**src/rtl/wishbone_cmd_master_pkg.sv**
```systemverilog
// Shared definitions for the WISHBONE command master.
//   - Bus widths (16-bit address, 8-bit data)
//   - Per-command status codes reported on status_o
//   - FSM state encoding
package wishbone_cmd_master_pkg;

  localparam int unsigned WB_ADR_W = 16;
  localparam int unsigned WB_DAT_W = 8;

  typedef enum logic [1:0] {
    WBM_ST_OK  = 2'b00,
    WBM_ST_ERR = 2'b01,
    WBM_ST_RTY = 2'b10,
    WBM_ST_TMO = 2'b11
  } wbm_status_e;

  typedef enum logic [2:0] {
    ST_IDLE,
    ST_STROBE,
    ST_GAP,
    ST_RETRY_WAIT,
    ST_FINISH
  } wbm_state_e;

endpackage

```
**src/rtl/wishbone_cmd_master_beat_timer.sv**
```systemverilog
// wbm_beat_timer: loadable down-counter shared by the no-response timeout
// and the retry gap. Load has priority over decrement; the counter holds at
// zero.
//   clk_i     system clock
//   rst       synchronous active-high reset (counter -> 0)
//   load      load load_val this cycle
//   load_val  value to load
//   dec       decrement by one (ignored when load or already zero)
//   zero      counter currently equals zero
module wbm_beat_timer #(
  parameter int unsigned WIDTH = 8
) (
  input  logic             clk_i,
  input  logic             rst,
  input  logic             load,
  input  logic [WIDTH-1:0] load_val,
  input  logic             dec,
  output logic             zero
);

  logic [WIDTH-1:0] cnt;

  always_ff @(posedge clk_i) begin
    if (rst) begin
      cnt <= '0;
    end else if (load) begin
      cnt <= load_val;
    end else if (dec && (cnt != '0)) begin
      cnt <= cnt - 1'b1;
    end
  end

  assign zero = (cnt == '0);

endmodule

```
**src/rtl/wishbone_cmd_master.sv**
```systemverilog
// wishbone_cmd_master: classic-cycle WISHBONE initiator that expands one
// host command into a burst of byte transfers with address auto-increment,
// handling ack/err/rty, bounded retry and a no-response timeout.
// Ports:
//   clk_i, rst_i            clock, synchronous active-high reset
//   req_i/req_wr_i/req_adr_i/req_len_i  command (accepted when idle)
//   wdat_i, wdat_rd_o       write data source and its pop strobe
//   rdat_o, rdat_valid_o    read data and its strobe
//   busy_o, done_o          command in progress / end-of-command strobe
//   status_o, beats_done_o  result of the last command
//   cyc_o/stb_o/wr_o/adr_o/dat_o/dat_i/ack_i/err_i/rty_i  WISHBONE master
module wishbone_cmd_master
  import wishbone_cmd_master_pkg::*;
#(
  parameter int unsigned LEN_BITS       = 8,
  parameter int unsigned TIMEOUT_CYCLES = 255,
  parameter int unsigned MAX_RETRY      = 3,
  parameter int unsigned RETRY_GAP      = 4
) (
  input  logic                clk_i,
  input  logic                rst_i,
  input  logic                req_i,
  input  logic                req_wr_i,
  input  logic [15:0]         req_adr_i,
  input  logic [LEN_BITS-1:0] req_len_i,
  input  logic [7:0]          wdat_i,
  output logic                wdat_rd_o,
  output logic [7:0]          rdat_o,
  output logic                rdat_valid_o,
  output logic                busy_o,
  output logic                done_o,
  output logic [1:0]          status_o,
  output logic [LEN_BITS:0]   beats_done_o,
  output logic                cyc_o,
  output logic                stb_o,
  output logic                wr_o,
  output logic [15:0]         adr_o,
  output logic [7:0]          dat_o,
  input  logic [7:0]          dat_i,
  input  logic                ack_i,
  input  logic                err_i,
  input  logic                rty_i
);

  localparam int unsigned TMR_MAX = (TIMEOUT_CYCLES > RETRY_GAP) ? TIMEOUT_CYCLES : RETRY_GAP;
  localparam int unsigned TW      = (TMR_MAX > 1) ? $clog2(TMR_MAX) : 1;
  localparam int unsigned RW      = (MAX_RETRY > 0) ? $clog2(MAX_RETRY + 1) : 1;

  // The timer is loaded with N-1 and expires on the cycle it reads zero,
  // so the state it guards lasts exactly N cycles.
  localparam logic [TW-1:0] TMO_LOAD = TW'(TIMEOUT_CYCLES - 1);
  localparam logic [TW-1:0] GAP_LOAD = TW'(RETRY_GAP - 1);
  localparam logic [RW-1:0] RTY_MAX  = RW'(MAX_RETRY);

  wbm_state_e          state;
  logic [LEN_BITS:0]   len_r;
  logic [LEN_BITS:0]   beats;
  logic [LEN_BITS:0]   beats_nxt;
  logic [RW-1:0]       retry_cnt;

  logic                tmr_load;
  logic [TW-1:0]       tmr_val;
  logic                tmr_dec;
  logic                tmr_zero;

  logic                take_err;
  logic                take_rty;
  logic                take_ack;
  logic                rty_exh;
  logic                last_ack;
  logic                tmo;
  logic                fin;
  wbm_status_e         fin_status;

  assign beats_nxt = beats + 1'b1;

  // Response decode, priority err > rty > ack; ignored outside STROBE.
  always_comb begin
    take_err   = (state == ST_STROBE) && err_i;
    take_rty   = (state == ST_STROBE) && !err_i && rty_i;
    take_ack   = (state == ST_STROBE) && !err_i && !rty_i && ack_i;
    tmo        = (state == ST_STROBE) && !err_i && !rty_i && !ack_i && tmr_zero;
    rty_exh    = take_rty && (retry_cnt == RTY_MAX);
    last_ack   = take_ack && (beats_nxt == len_r);
    fin        = take_err || rty_exh || last_ack || tmo;
    fin_status = WBM_ST_OK;
    if (take_err) begin
      fin_status = WBM_ST_ERR;
    end else if (rty_exh) begin
      fin_status = WBM_ST_RTY;
    end else if (tmo) begin
      fin_status = WBM_ST_TMO;
    end
  end

  always_comb begin
    tmr_load = 1'b0;
    tmr_val  = TMO_LOAD;
    tmr_dec  = 1'b0;
    unique case (state)
      ST_IDLE: tmr_load = req_i;
      ST_STROBE: begin
        if (take_rty && !rty_exh) begin
          tmr_load = 1'b1;
          tmr_val  = GAP_LOAD;
        end else if (!err_i && !rty_i && !ack_i) begin
          tmr_dec = 1'b1;
        end
      end
      ST_GAP: tmr_load = 1'b1;
      ST_RETRY_WAIT: begin
        if (tmr_zero) begin
          tmr_load = 1'b1;
        end else begin
          tmr_dec = 1'b1;
        end
      end
      default: ;
    endcase
  end

  wbm_beat_timer #(
    .WIDTH(TW)
  ) u_timer (
    .clk_i    (clk_i),
    .rst      (rst_i),
    .load     (tmr_load),
    .load_val (tmr_val),
    .dec      (tmr_dec),
    .zero     (tmr_zero)
  );

  assign dat_o = (stb_o && wr_o) ? wdat_i : '0;

  always_ff @(posedge clk_i) begin
    if (rst_i) begin
      state        <= ST_IDLE;
      len_r        <= '0;
      beats        <= '0;
      retry_cnt    <= '0;
      wdat_rd_o    <= 1'b0;
      rdat_o       <= '0;
      rdat_valid_o <= 1'b0;
      busy_o       <= 1'b0;
      done_o       <= 1'b0;
      status_o     <= '0;
      beats_done_o <= '0;
      cyc_o        <= 1'b0;
      stb_o        <= 1'b0;
      wr_o         <= 1'b0;
      adr_o        <= '0;
    end else begin
      wdat_rd_o    <= 1'b0;
      rdat_valid_o <= 1'b0;
      done_o       <= 1'b0;
      unique case (state)
        ST_IDLE: begin
          if (req_i) begin
            wr_o      <= req_wr_i;
            adr_o     <= req_adr_i;
            len_r     <= (req_len_i == '0) ? {1'b1, {LEN_BITS{1'b0}}} : {1'b0, req_len_i};
            beats     <= '0;
            retry_cnt <= '0;
            busy_o    <= 1'b1;
            cyc_o     <= 1'b1;
            stb_o     <= 1'b1;
            state     <= ST_STROBE;
          end
        end
        ST_STROBE: begin
          if (take_ack) begin
            beats     <= beats_nxt;
            adr_o     <= adr_o + 1'b1;
            retry_cnt <= '0;
            if (wr_o) begin
              wdat_rd_o <= 1'b1;
            end else begin
              rdat_o       <= dat_i;
              rdat_valid_o <= 1'b1;
            end
          end
          if (fin) begin
            cyc_o        <= 1'b0;
            stb_o        <= 1'b0;
            wr_o         <= 1'b0;
            busy_o       <= 1'b0;
            done_o       <= 1'b1;
            status_o     <= fin_status;
            beats_done_o <= take_ack ? beats_nxt : beats;
            state        <= ST_FINISH;
          end else if (take_rty) begin
            retry_cnt <= retry_cnt + 1'b1;
            stb_o     <= 1'b0;
            state     <= ST_RETRY_WAIT;
          end else if (take_ack) begin
            stb_o <= 1'b0;
            state <= ST_GAP;
          end
        end
        ST_GAP: begin
          stb_o <= 1'b1;
          state <= ST_STROBE;
        end
        ST_RETRY_WAIT: begin
          if (tmr_zero) begin
            stb_o <= 1'b1;
            state <= ST_STROBE;
          end
        end
        ST_FINISH: state <= ST_IDLE;
        default:   state <= ST_IDLE;
      endcase
    end
  end

endmodule

```
**config.mk**
```make
export PLATFORM = sky130hd
export DESIGN_NAME = wishbone_cmd_master
export DESIGN_NICKNAME = d
export VERILOG_FILES = /design/src/rtl/wishbone_cmd_master_pkg.sv /design/src/rtl/wishbone_cmd_master_beat_timer.sv /design/src/rtl/wishbone_cmd_master.sv
export SDC_FILE = /design/constraint.sdc
export NUM_CORES = 1
export LEC_CHECK = 0
export CAP_MARGIN = 25
export CORE_MARGIN = 1.5
export CORE_UTILIZATION = 40
export DETAILED_ROUTE_END_ITERATION = 12
export PLACE_DENSITY = 0.7
export SLEW_MARGIN = 40
export SYNTH_ARGS = -nofsm -noshare
export SYNTH_HDL_FRONTEND = slang
export SYNTH_SLANG_ARGS = --single-unit
```
**constraint.sdc**
```tcl
create_clock -name clk_i -period 2.45 [get_ports clk_i]
set_clock_uncertainty 0.05 [all_clocks]
set_input_delay 0.245 -clock clk_i [delete_from_list [all_inputs] [get_ports clk_i]]
set_output_delay 0.245 -clock clk_i [all_outputs]
set_load 0.05 [all_outputs]
```
# Word-level counts from Yosys, hierarchy flattened
# Index checks and enable logic that the tools add are counted.
[word_totals]
in_bits = 47
reg_bits = 72
mem_bits_rw = 0
latch_bits = 0
out_inout_bits = 50
n_memories = 0
mem_bits_ro = 0
word_cells = 116
[classes]
eq_ne = 10
n_reduce_logical = 38
bitwise = 3
n_mux = 46
n_mul = 0
shifts = 0
n_addsub = 4
div_mod_pow = 0
order_cmp = 0
[ops]
columns = ["operator", "count"]
rows = [
  ["8-bit 2-to-1 mux", 5],
  ["16-bit 2-to-1 mux", 2],
  ["16-bit one-hot mux with 2 select lines", 1],
  ["9-bit 2-to-1 mux", 3],
  ["9-bit one-hot mux with 2 select lines", 1],
  ["16-bit by 1-bit adder with 16-bit output, second input constant", 1],
  ["8-bit logical NOT", 2],
  ["1-bit 2-to-1 mux", 15],
  ["3-bit 2-to-1 mux", 5],
  ["1-bit logical AND", 14],
  ["2-bit 2-to-1 mux", 7],
  ["3-bit one-hot mux with 4 select lines", 1],
  ["3-bit AND reduction", 4],
  ["9-bit by 1-bit adder with 9-bit output, second input constant", 1],
  ["9-bit equality test", 1],
  ["2-bit != test, second input constant", 4],
  ["1-bit one-hot mux with 4 select lines", 2],
  ["8-bit nonzero test", 1],
  ["8-bit by 1-bit subtractor with 8-bit output, second input constant", 1],
  ["3-bit by 2-bit equality test with 1-bit output, second input constant", 2],
  ["1-bit one-hot mux with 2 select lines", 3],
  ["2-bit AND reduction", 3],
  ["1-bit logical NOT", 4],
  ["4-bit != test, second input constant", 1],
  ["12 further kinds", 17],
]

# Longest topological paths before layout
[depth]
depth_word = 11
mapped_depth = 11
ltp_nobuf = 9

# Cells and area by module
# From an unflattened synthesis, not the netlist that was laid out.
[hier_totals]
cells_unflattened = 501
hier_area_um2 = 3963.8
[modules_own_cells]
columns = ["mod", "area_each_um2", "seq_area_each_um2", "cells_per_inst", "n_inst"]
rows = [
  ["wishbone_cmd_master", 3448.3, 1281.2, 442, 1],
  ["wbm_beat_timer", 515.5, 160.2, 59, 1],
]

# Worst setup path before layout
# OpenSTA, ideal clock, no wires.
[synth_timing]
path_type = "register to register"
start = "register beats[1]"
end = "register status_o[1]"
arrival_ps = 2204
slack_ps = 68
stages_incl_launch_ff = 10
required_time_ps = 2272
setup_ps = 128
path_buffers = 1
synth_period_minus_slack_ps = 2382
path_cell_list = "dfxtp_1 ha_1 nand3_1 o31ai_1 nand4_2 nor4b_2 a21oi_2 buf_2 a221oi_1 nor2_1"
[synth_between]
elab_chain_len = 6
[synth_rtl]
columns = ["item", "line", "text"]
rows = [
  ["start, declared", "wishbone_cmd_master.sv:57", "logic [LEN_BITS:0] beats;"],
  ["start signal, assigned", "wishbone_cmd_master.sv:172", "beats <= beats_nxt;"],
  ["9-bit by 1-bit adder with 9-bit output", "wishbone_cmd_master.sv:75", "assign beats_nxt = beats + 1'b1;"],
  ["9-bit equality test", "wishbone_cmd_master.sv:84", "last_ack = take_ack && (beats_nxt == len_r);"],
  ["1-bit logical AND", "wishbone_cmd_master.sv:84", ""],
  ["1-bit logical OR (2 in series)", "wishbone_cmd_master.sv:85", "fin = take_err || rty_exh || last_ack || tmo;"],
  ["2-bit AND reduction (no line)", "n/a", ""],
  ["end signal, assigned", "wishbone_cmd_master.sv:188", "status_o <= fin_status;"],
  ["end, declared", "wishbone_cmd_master.sv:32", "output logic [1:0] status_o,"],
]
# Every way passes these cells.
# A chain may end at the register's enable or synchronous reset.

# Worst setup path after layout
[layout_timing]
start = "register state[0]"
end = "register beats_done_o[7]"
[layout_between]
elab_chain_len = 8
elab_cells_between_ends = 15
classes_between = "eq/ne (1); mux (1); reduce/logical (13)"
[layout_rtl]
columns = ["item", "line", "text"]
rows = [
  ["start, declared", "wishbone_cmd_master.sv:55", "wbm_state_e state;"],
  ["start signal, assigned", "wishbone_cmd_master.sv:137", "state <= ST_IDLE;"],
  ["start signal, assigned", "wishbone_cmd_master.sv:167", "state <= ST_STROBE;"],
  ["start signal, assigned", "wishbone_cmd_master.sv:190", "state <= ST_FINISH;"],
  ["3-bit by 1-bit equality test with 1-bit output *", "n/a", ""],
  ["1-bit logical AND", "wishbone_cmd_master.sv:80, wishbone_cmd_master.sv:81, wishbone_cmd_master.sv:82", ""],
  ["1-bit logical AND (on tied branches)", "wishbone_cmd_master.sv:80, wishbone_cmd_master.sv:81, wishbone_cmd_master.sv:82", ""],
  ["1-bit logical AND (on tied branches)", "wishbone_cmd_master.sv:83, wishbone_cmd_master.sv:81", ""],
  ["1-bit logical OR or 1-bit logical AND (tied branches)", "wishbone_cmd_master.sv:85, wishbone_cmd_master.sv:84", ""],
  ["1-bit logical OR (2 in series)", "wishbone_cmd_master.sv:85", ""],
  ["2-bit AND reduction (no line)", "n/a", ""],
  ["end signal, assigned", "wishbone_cmd_master.sv:189", "beats_done_o <= take_ack ? beats_nxt : beats;"],
  ["end, declared", "wishbone_cmd_master.sv:33", "output logic [LEN_BITS:0] beats_done_o,"],
]
# Every way passes the cells marked *; elsewhere a longest branch is shown, timed or not.

==> results <==
- The run finished with clean final reports.
- The area share of the leading cell type in the synthesized netlist is 0.372.
- Counting every net in the synthesized netlist gives 553.
- The placeable core region is 9330 sq um.
- The worst-path maximum fanout is 6.
- The violation count after the first detailed-routing iteration is 227.
- The average via count per standard cell is 5.42.
- The via count of the first global-routing pass is 3852.
- Synthesis instantiated 59 different standard cells from the library.
- The reported leakage power is 0.00202 uW.
- A synthesized cell averages 7.71 sq um.
- 0 antenna diodes ended up in the layout.
- The total number of nets in the final design is 667.
- The worst setup path endpoint is beats_done_o[7].
- Of the total synthesized cell area, the portion taken by XOR and XNOR cells is 0.0385.
- The critical path starts at state[0].
- The sequential element share of the synthesized area is 0.372.
- For this run, the number of Yosys warnings is 0.
- The portion of synthesized area spent on multiplexers is 0.0168.
- The smallest clock period supported by the final layout is computed as 2.38 ns.
- The kind of launch point of the worst setup path is a flip-flop.
- The H-tree depth reported by CTS is 3.
- The first global-routing pass estimated 17800 um of wire.
- The count of final hold-check violations was 0.
- Once detail routing completed, the nets flagged for antenna violations numbered 0.
- The worst min-delay path class is primary input to flip-flop.
- The number of cells on the worst reg-to-reg path is 7.
- For this run, design rule violations remaining after detail routing come to 0.
- The complex-gate fraction of the synthesized area came to 0.236.
- The die height is 101 um.
- Across the run, the number of max-cap violations was 0.
- By area the synthesized netlist is led by sky130_fd_sc_hd__dfxtp_1, sky130_fd_sc_hd__a21oi_1, sky130_fd_sc_hd__nand2_1.
- Across all layers, the routed design uses 4068 vias.
- The clock tree from TritonCTS is done.
- The power per cell area is 632 nW/um^2.
- For this run, asynchronously set or reset flops after synthesis account for 0.
- Data arrives at the worst endpoint at 2.60 ns.
- After clock tree synthesis, the clock-pin slew on the worst setup and hold paths is 0.08 ns.
- The count of input and output buffers is 96.
- STA classifies the critical path endpoint as a flip-flop.
- For the worst setup path, the data required time is 2.67 ns.
- The total overflow left after global routing is 0.
- The estimated wirelength of the detail-placed design is 7890 um.
- After detailed routing, the average wire length per cell comes to 14.7 um.
- Wires add up to 11000 um.
- Measured along the x axis, the die boundary spans 101 um.
- The relative max-transition margin is 0.512.
- After layout, the design draws a total of 3430 uW.
- Summed over all instances, the cell type with the most area after synthesis is sky130_fd_sc_hd__dfxtp_1.
- The row count is 35.
- At the later pin of the worst-skew pair, clock insertion delay measures 0.35 ns.
- The critical path is of the flip-flop to flip-flop type.
- The number of slew-limit violations in the final report is 0.
- Entering global routing, the biggest net connects 38 pins.
- Setup repair after global routing could not meet its margin everywhere.
- Walking the worst path, the cells encountered are or3b_4 > or4b_4 > buf_4 > nor3_2 > xor2_1 > a21oi_1 > a211oi_2.
- The portion of the clock cycle consumed by the worst path in the final layout is 0.971.
- The largest family of logic cells by synthesized area is simple AND/OR/NAND/NOR gates.
- Across every metal layer, demand over resource in global routing totals 0.216.
- Clock tree synthesis selected as its root buffer the cell sky130_fd_sc_hd__clkbuf_8.
- The worst reg2reg path endpoint is beats_done_o[7].
- The signed area change from the synthesized netlist to the final layout is 40.1%.
- In this run the critical register-to-register path is launched from state[0].
- After filler insertion, the fill cell instance count of the layout stands at 845.
- The worst voltage drop across the vdd grid is 0.000368 V.
- Of the cells placed in the final design, the portion with a size suffix greater than 1 is 0.143.
- The number of synthesized register bits is 72.
- Derived from the worst setup path, the maximum achievable clock frequency is 0.420 GHz.
- The transition time at the pin with the least slew margin is 0.731 ns.
- The slack of the worst reg-to-reg path is 0.07 ns.
- The congestion estimate from routability-driven global placement came to 0.917.
- The total die area is 10300 sq um.
- Synthesis produced 502 cells.
- In this design, the stage delay of the slowest critical-path cell is 0.60 ns.
- The clock net in this run drives a total of 72 sinks.
- Summing every instance area after synthesis gives 3870 sq um.
- The number of buffers on the longest clock path is 2.
- For this run, the leading register cell type out of synthesis is sky130_fd_sc_hd__dfxtp_1.
- The initial antenna violation count was 0.
- The simple-gate share of the synthesized area is 0.267.
- The initial standard-cell utilization of the core is 0.415.
- In this run, synthesis inferred 0 flip-flops with an integrated enable.
- The number of clock buffers added by TritonCTS is 9.
- Of the total synthesized cell area, the portion taken by full adders, half adders and majority gates is 0.0129.
- The slowest stage of the critical path is the sky130_fd_sc_hd__or4b_4 cell.
- For this run, the detailed router's first-pass iteration total came to 5.
- The number of top-level pins is 97.
- The count of final setup violators is 0.
- The worst hold slack is 0.388 ns.
==> critical path: cells and delay by family (launching register included) <==
family                    cells  cell delay [ns]
xor gates and xnor gates      1             0.18
buffers and inverters         1             0.18
DFF                           1             0.35
and+or+nand+nor               3             1.31
AOI/OAI and AO/OA             2             0.25
==> cell families (layout without fill, tap and decap cells) <==
| kind of cell | count (synthesis) | in the layout |
|---|---|---|
| flops | 72 | 72 |
| buf+inv | 48 | 167 |
| fa+ha+maj | 4 | 4 |
| compound gates | 149 | 149 |
| mux | 6 | 6 |
| xor+xnor | 17 | 17 |
| simple gates | 206 | 206 |
==> Yosys cell counts, drive strengths merged (2+ instances only) <==
master    n
a211oi   18
o31ai     3
nor2     57
ha        4
and2      5
nor3b     6
xnor2    10
a31oi     3
a2bb2oi   2
inv      14
o211ai    2
nand2    64
nor4      6
nand3    14
nand3b    3
clkbuf   24
or3       2
nor3     19
a21oi    69
dfxtp    72
buf      10
a22oi     3
mux2i     2
nor4b     4
o21a      2
nor2b     3
nand4     7
xor2      7
a221oi    3
o21ai    36
mux2      4
and3     11
==> registers in the layout (all words and copies together), names as in the netlist <==
signal        count
rdat_valid_o      1
beats             9
beats_done_o      9
status_o          2
len_r             9
stb_o             1
wr_o              1
adr_o            16
done_o            1
retry_cnt         2
rdat_o            8
u_timer.cnt       8
wdat_rd_o         1
state             3
cyc_o             1
==> how the worst min path moves through the flow <==
stage                          startpoint         endpoint  slack, ns  cells past startpoint
final                               rst_i         beats[0]       0.39                      2
after floorplan              req_len_i[0]         len_r[0]       0.33                      2
after global routing             dat_i[6]        rdat_o[6]       0.40                      3
after global placement    beats_done_o[5]  beats_done_o[5]       0.40                      2
after detailed placement  beats_done_o[7]  beats_done_o[7]       0.41                      2
after CTS                           rst_i         beats[0]       0.38                      2
==> layout by cell type, fill, tap and decap left out, types with 2 or more instances in the layout <==
master / n
sky130_fd_sc_hd__a22oi_1: 3
sky130_fd_sc_hd__xnor2_1: 10
sky130_fd_sc_hd__ha_1: 3
sky130_fd_sc_hd__mux2_2: 4
sky130_fd_sc_hd__nor2_1: 55
sky130_fd_sc_hd__nor4b_2: 2
sky130_fd_sc_hd__nor4_1: 6
sky130_fd_sc_hd__o211ai_1: 2
sky130_fd_sc_hd__a31oi_1: 3
sky130_fd_sc_hd__dfxtp_1: 72
sky130_fd_sc_hd__nand4_1: 6
sky130_fd_sc_hd__nor3_1: 17
sky130_fd_sc_hd__nor2_2: 2
sky130_fd_sc_hd__clkdlybuf4s50_1: 95
sky130_fd_sc_hd__a21oi_1: 68
sky130_fd_sc_hd__buf_12: 2
sky130_fd_sc_hd__nor4b_4: 2
sky130_fd_sc_hd__mux2i_1: 2
sky130_fd_sc_hd__and2_1: 4
sky130_fd_sc_hd__nand3b_1: 3
sky130_fd_sc_hd__nand2_1: 64
sky130_fd_sc_hd__clkbuf_8: 9
sky130_fd_sc_hd__o21a_1: 2
sky130_fd_sc_hd__xor2_1: 7
sky130_fd_sc_hd__a211oi_1: 11
sky130_fd_sc_hd__and3_1: 11
sky130_fd_sc_hd__or3_1: 2
sky130_fd_sc_hd__o21ai_0: 35
sky130_fd_sc_hd__a211oi_2: 7
sky130_fd_sc_hd__nor2b_1: 3
sky130_fd_sc_hd__buf_4: 38
sky130_fd_sc_hd__nor3b_1: 5
sky130_fd_sc_hd__nand3_1: 14
sky130_fd_sc_hd__inv_1: 14
sky130_fd_sc_hd__bufinv_16: 2
sky130_fd_sc_hd__clkinv_2: 3
sky130_fd_sc_hd__o31ai_2: 2
sky130_fd_sc_hd__a2bb2oi_1: 2
==> metrics by stage <==
step | instances | setup TNS (ns) | cell area, sq um | util | worst slack [ns]
final | 750 | 0 | 5430 | 0.582 | 0.0717
after global routing | 750 | -0.0754 | 5430 | 0.582 | -0.0214
after CTS | 747 | 0 | 5360 | 0.574 | 0.00828
after detailed placement | 731 | 0 | 5150 | 0.552 | 0.0633
after global placement | 731 | 0 | 5150 | 0.552 | 0.118
after floorplan | 502 | 0 | 3870 | - | 0.0682
==> power by group <==
part           switching, uW  internal (uW)  leakage [uW]
registers                102           1270      0.000588
clock network            463            571      0.000110
logic                    607            418       0.00132
==> layout make-up <==
| cell class | count | area (sq um) | share of cell area |
|---|---|---|---|
| Timing Repair Buffer | 137 | 1290 | 0.238 |
| Inverter | 14 | 52.6 | 0.00969 |
| Multi-Input combinational cell | 382 | 2270 | 0.418 |
| Sequential cell | 72 | 1440 | 0.266 |
| Clock buffer | 10 | 128 | 0.0235 |
| Tap cell | 129 | 161 | 0.0298 |
| Clock inverter | 6 | 83.8 | 0.0155 |
==> repair_timing <==
action                                  4_1_cts  5_1_grt
resized for setup                             0        8
endpoints found under the setup margin        0       23
hold buffers                                  0        0
setup buffers                                 0        3
==> layer usage <==
layer,wire length [um],GRT usage
met1,4810,0.270
met2,5170,0.361
met3,878,0.0552
met4,172,0.0780
met5,0,0
(Power assumes the default switching activity.)
